[src/rtl/dmem_arbiter.sv]
// dmem_arbiter: shares the single-port data memory between the CPU load/store
// unit (port A) and the loader/DMA engine (port B).
//   - Round-robin accept stage (combinational gnt), A wins the first tie.
//   - One registered memory stage drives mem_we/mem_addr/mem_wdata.
//   - Read data is captured at the end of the memory stage; rvalid pulses the
//     following cycle on the owning port only.
// Ports:
//   clk, reset          clock, async active-high reset
//   {a,b}_req/we/addr/wdata   request fields, held until gnt
//   {a,b}_gnt           request accepted this cycle
//   {a,b}_rvalid/rdata  read return (rdata held until the next read on that port)
//   mem_we/addr/wdata   to dmem; mem_rdata from dmem (combinational read)
//   busy                memory stage occupied this cycle

module dmem_arb_rport #(
  parameter int DW = 16
) (
  input  logic          clk,
  input  logic          reset,
  input  logic          cap,
  input  logic [DW-1:0] din,
  output logic [DW-1:0] rdata
);
  always_ff @(posedge clk or posedge reset)
    if (reset)    rdata <= '0;
    else if (cap) rdata <= din;
endmodule

module dmem_arbiter #(
  parameter int ADDR_WIDTH = 16,
  parameter int DATA_WIDTH = 16
) (
  input  logic                  clk,
  input  logic                  reset,
  input  logic                  a_req,
  input  logic                  a_we,
  input  logic [ADDR_WIDTH-1:0] a_addr,
  input  logic [DATA_WIDTH-1:0] a_wdata,
  output logic                  a_gnt,
  output logic                  a_rvalid,
  output logic [DATA_WIDTH-1:0] a_rdata,
  input  logic                  b_req,
  input  logic                  b_we,
  input  logic [ADDR_WIDTH-1:0] b_addr,
  input  logic [DATA_WIDTH-1:0] b_wdata,
  output logic                  b_gnt,
  output logic                  b_rvalid,
  output logic [DATA_WIDTH-1:0] b_rdata,
  output logic                  mem_we,
  output logic [ADDR_WIDTH-1:0] mem_addr,
  output logic [DATA_WIDTH-1:0] mem_wdata,
  input  logic [DATA_WIDTH-1:0] mem_rdata,
  output logic                  busy
);
  localparam int NUM_PORTS = 2;

  typedef struct packed {
    logic                  we;
    logic [ADDR_WIDTH-1:0] addr;
    logic [DATA_WIDTH-1:0] wdata;
  } req_t;

  req_t [NUM_PORTS-1:0]                  req;
  req_t                                  win;
  logic [NUM_PORTS-1:0]                  rq, gnt, cap;
  logic [NUM_PORTS-1:0][DATA_WIDTH-1:0]  rdata;
  logic                                  prio_b;    // 1: B wins the next tie
  logic [1:0]                            vld_pipe;  // [0] memory stage, [1] read-return slot
  logic                                  st_we, st_port, ret_port;

  assign rq     = {b_req, a_req};
  assign req[0] = {a_we, a_addr, a_wdata};
  assign req[1] = {b_we, b_addr, b_wdata};

  // Priority only matters on a tie; a lone requester is always granted.
  always_comb begin
    gnt[0] = rq[0] & (~rq[1] | ~prio_b);
    gnt[1] = rq[1] & (~rq[0] |  prio_b);
  end

  assign win   = gnt[1] ? req[1] : req[0];
  assign a_gnt = gnt[0];
  assign b_gnt = gnt[1];

  // Address/data are only loaded on accept so they hold while idle;
  // mem_we (via vld_pipe[0]) is the only write qualifier.
  always_ff @(posedge clk or posedge reset)
    if (reset) begin
      prio_b    <= 1'b0;
      vld_pipe  <= '0;
      st_we     <= 1'b0;
      st_port   <= 1'b0;
      ret_port  <= 1'b0;
      mem_addr  <= '0;
      mem_wdata <= '0;
    end else begin
      vld_pipe[0] <= |gnt;
      vld_pipe[1] <= vld_pipe[0] & ~st_we;
      ret_port    <= st_port;
      if (|gnt) begin
        prio_b    <= gnt[0];
        st_we     <= win.we;
        st_port   <= gnt[1];
        mem_addr  <= win.addr;
        mem_wdata <= win.wdata;
      end
    end

  assign mem_we = vld_pipe[0] & st_we;
  assign busy   = vld_pipe[0];

  genvar p;
  generate
    for (p = 0; p < NUM_PORTS; p++) begin : g_rport
      assign cap[p] = vld_pipe[0] & ~st_we & (st_port == 1'(p));
      dmem_arb_rport #(.DW(DATA_WIDTH)) u_rport (
        .clk   (clk),
        .reset (reset),
        .cap   (cap[p]),
        .din   (mem_rdata),
        .rdata (rdata[p])
      );
    end
  endgenerate

  assign a_rdata  = rdata[0];
  assign b_rdata  = rdata[1];
  assign a_rvalid = vld_pipe[1] & ~ret_port;
  assign b_rvalid = vld_pipe[1] &  ret_port;
endmodule

[config.mk]
export PLATFORM = sky130hd
export DESIGN_NAME = dmem_arbiter
export DESIGN_NICKNAME = d
export VERILOG_FILES = /design/src/rtl/dmem_arbiter.sv
export SDC_FILE = /design/constraint.sdc
export NUM_CORES = 1
export LEC_CHECK = 0
export CORE_MARGIN = 2
export CORE_UTILIZATION = 38
export DETAILED_ROUTE_END_ITERATION = 12
export HOLD_SLACK_MARGIN = 0.06
export PLACE_DENSITY = 0.82
export SLEW_MARGIN = 20
export SYNTH_ARGS = -nofsm -noshare
export SYNTH_HDL_FRONTEND = slang
export SYNTH_SLANG_ARGS = --single-unit
export TNS_END_PERCENT = 50
[constraint.sdc]
create_clock -name clk -period 2.7 [get_ports clk]
set_clock_uncertainty 0.05 [all_clocks]
set_input_delay 0.675 -clock clk [delete_from_list [all_inputs] [get_ports clk]]
set_output_delay 0.675 -clock clk [all_outputs]
set_load 0.005 [all_outputs]
; ---- Yosys cells after proc, flatten, opt, wreduce, memory -nomap -nowiden
; Index checks and enable logic that the tools add are counted.
[word_totals]
ff_bits = 70
latch_bits = 0
ram_bits = 0
rom_bits = 0
output_inout_bits = 70
n_memories = 0
[op_classes]
n_addsub = 0
mul = 0
div = 0
order_cmp = 0
n_eq_ne = 0
n_shift = 0
muxes = 1
n_bitwise = 16
n_reduce_logical = 1
[ops]
columns = cell, count
row1 = 2-to-1 mux 33 bit, 1
row2 = AND 1 bit, 8
row3 = inverter 1 bit, 6
row4 = bitwise OR 1 bit, 2
row5 = OR reduction 2 bit, 1

; ---- Longest topological paths before layout
[depth]
ltp_word = 4
ltp_mapped = 5
mapped_depth_nobuf = 3

; ---- Modules after synthesis
; From an unflattened synthesis, not the netlist that was laid out.
[unflattened]
cells_unflattened = 278
hier_area_um2 = 3403.3
[by_module_without_submodules]
columns = mod, n_inst, cells_per_inst, area_per_inst_um2, seq_area_each_um2
row1 = dmem_arbiter, 1, 208, 2097.0, 950.9
row2 = dmem_arb_rport, 2, 35, 653.1, 400.4

; ---- Worst setup path after synthesis
; No wires, ideal clock.
[synth_path]
path_type = input-to-output
startpoint = in a_req
endpoint = out a_gnt
arrival_time_ns = 1.205
t_required_ns = 1.975
slack_ns = 0.770
cell_stages = 4
path_cell_list = a21bo_2 -> buf_2 -> buf_6 -> inv_1
[synth_via]
elab_chain_len = 1
[synth_lines]
columns = item, line
row1 = from (decl), 35  ; input logic a_req,
row2 = AND 1 bit, 77  ; gnt[0] = rq[0] & (~rq[1] | ~prio_b);
row3 = to (decl), 39  ; output logic a_gnt,
; No other way between the ends.

; ---- Final worst setup path
[layout_path]
startpoint = in b_req
endpoint = out a_gnt
[layout_via]
elab_chain_len = 3
[layout_lines]
columns = item, line
row1 = from (decl), 42  ; input logic b_req,
row2 = inverter 1 bit, 77
row3 = bitwise OR 1 bit, 77
row4 = AND 1 bit, 77
; No other way between the ends.

==> results.yml <==
cells_and_area:
  regArea_mm2: 0.001752
  area_delta_synth_final_pct: 61.82
  n_antenna_cell: 0
  fill_cells: 562
  utilization: 0.6424
  multiInputGateArea_um2: 883.3
  drive_gt1_frac: 0.1515
  finalInstanceArea_mm2: 0.004710
  final_cells: 495
  nets: 478
sta:
  hold_viol: 0
  tightestPinTransition_ns: 0.6216
  finalCritPeriodShare: 0.9730
  slew_viol_final: 0
  max_clock_freq_mhz: 380.6
  finalSetupTns_ns: 0
  whs_ns: 0.4437
  setup_viol: 0
  grt_setup_unrepaired: "false"
  maxSlewHeadroom: 0.5847
  fin_crit_ns: 2.627
die:
  die-area_mm2: 0.008375
  start_util: 0.3970
  die_y_um: 91.52
  ios: 156
  rows: 31
  core_area_mm2: 0.007331
  die_w_um: 91.52
yosys:
  synth-seq-area-share: 0.6019
  syn_area_per_cell_um2: 12.49
  synthFlopType: "dfrtp_1"
  synth-async-reset-ratio: 1.000
  syn_inst: 233
  synth_top_area_share: 0.6019
  syn_area_mm2: 0.002910
  synth.area.top_cells: "dfrtp_1 (60%), mux2_2 (8.5%), o22ai_1 (6.9%)"
  synth.distinct_cells: 22
  ys_warn_count: 0
  synth_edf_count: 0
  synth_largest_area_cell: "dfrtp_1"
  synth-seq-cells: 70
  syn-num-nets: 319
  synthTopCellsByCount: "dfrtp_1 (70), inv_1 (36), a21oi_1 (32), o22ai_1 (32), mux2_2 (22)"
  synth_most_common_cell: "dfrtp_1"
drt:
  wl_per_cell_um: 15.38
  totalWireLength_um: 7613
  dr.pass1.iters: 4
  drc: 0
  ant_nets: 0
  vias_per_cell: 4.774
  first_iter_violations: 56
  num_vias: 2363
clock_network:
  cts.clk_slew.worst_paths_ns: 0.07
  cts.htree.levels: 3
  cts_tree: "built"
  clk_latency_ns: 0.33
  cts-root-buf: "clkbuf_8"
  cts_hold_buf: 0
  clock-sinks: 70
  cts_buffers: 9
  cts_buffer_depth: 2
placement:
  io_buffers: 155
  dpl.hpwl_um: 5610
  placed_cells: 480
  place.gp.congestion: 0.7151
  placed_area_mm2: 0.004518
worst_setup_path:
  r2r-start: "st_we$_DFFE_PP0P_"
  required_ns: 1.98
  critPathKind: "input port to output port"
  cp.arrival_ns: 1.90
  cp-startpoint: "b_req"
  cp_max_fo: 3
  end_kind: "output port"
  start_kind: "input port"
run:
  drv_cap: 0
global_route:
  grt_pass1_wl_um: 12070
  grt_pass1_vias: 2464
  grt_usage: 0.1845
  antenna_found_initial: 0
  grt_max_degree: 34
  grt.overflow.total: 0
power_and_ir_drop:
  irDropWorstVdd_uv: 264.0
  p_clk_frac: 0.253
  swShare: 0.2478
  seqPwrFrac: 0.438
  powerDensity_mw_per_mm2: 677.9
  p_int_uw: 2401
  pwr-share-comb: 0.309
  switchingPower_uw: 791.0
  leakage_uw: 0.002055
hold_path:
  hp-start: "st_port$_DFFE_PP0P_"
  hold_class: "flip-flop to flip-flop"
outcome:
  status: "complete, no violations"
[logic make-up (layout without fill, tap and decap cells)]
| logic type | count (synthesis) | in the layout | synth area share |
|---|---|---|---|
| muxes | 33 | 33 | 0.1402 |
| buffers and inverters | 51 | 214 | 0.09459 |
| AOI/OAI and AO/OA | 69 | 69 | 0.1354 |
| and+or+nand+nor | 10 | 10 | 0.02795 |
| DFF | 70 | 70 | 0.6019 |
[per-layer routing]
metal  share of wire  vias up  wire [um]  GRT usage
met5               0        -          0          0
met1            0.42     1127       3182     0.2279
li1                -     1116          -          -
met4           0.013        0         97    0.06439
met2            0.49      111       3697     0.3033
met3           0.083        9        635    0.05975
[registers in the layout (all words and copies together) (netlist names)]
register               cells
g_rport.u_rport.rdata     32
mem_addr                  16
mem_wdata                 16
prio_b                     1
ret_port                   1
st_port                    1
st_we                      1
vld_pipe                   2
[stage by stage]
stage,power (uW),setup slack (ns)
2_1_floorplan,1773,0.2068
3_3_place_gp,2374,0.02200
3_5_place_dp,2415,0.01953
4_1_cts,3235,0.01180
5_1_grt,3349,0.01697
6_report,3193,0.07284
[power by group through the flow]
stage / clock network, uW / logic, uW / registers, uW
3_3_place_gp: 0 / 972 / 1400
6_report: 808 / 987 / 1400
5_1_grt: 867 / 1060 / 1430
4_1_cts: 833 / 1000 / 1400
2_1_floorplan: 0 / 354 / 1420
3_5_place_dp: 0 / 1000 / 1410
[cell type report]
class / instances / share of cell area
sequential: 70 / 0.3719
clock inverter: 4 / 0.01010
inverter: 36 / 0.02869
clock buffer: 11 / 0.03002
tap: 99 / 0.02630
timing repair buffer: 163 / 0.3454
multi-input combinational: 112 / 0.1876
[critical path, stage by stage]
cell and delay (ns):
clkdlybuf4s50_1 0.44, a21bo_2 0.25, inv_1 0.05, clkdlybuf4s50_1 0.49
[placed cells by master, fill, tap and decap left out, types with 2 or more instances in the layout]
master | synthesis | routed
o21ai_0 | 2 | 2
mux2_2 | 22 | 22
nor2b_4 | 2 | 2
o22ai_1 | 32 | 32
clkbuf_8 | 0 | 10
and2_1 | 2 | 2
mux2_4 | 10 | 10
clkinv_2 | 0 | 2
dfrtp_1 | 70 | 70
inv_1 | 36 | 35
a21oi_1 | 32 | 32
buf_4 | 0 | 7
clkdlybuf4s50_1 | 0 | 154
[path summary, 6_finish.rpt]
path,slack [ns],cells past startpoint,to
worst max-delay path,0.07,4,a_gnt
worst min-delay path,0.44,0,ret_port$_DFF_PP0_
worst max register to register,0.99,3,g_rport[0].u_rport.rdata[4]$_DFFE_PP0P_
worst min register to register,0.44,0,ret_port$_DFF_PP0_
max in group asynchronous,1.29,3,mem_addr[2]$_DFFE_PP0P_
min in group asynchronous,0.62,2,g_rport[1].u_rport.rdata[12]$_DFFE_PP0P_
[timing repair]
item                       in CTS  in global routing
resized for setup               0                  1
buffers inserted                0                  0
setup endpoints to repair       0                  2
hold endpoints to repair        0                  0
No activity file was read; power rests on OpenSTA's default activity.
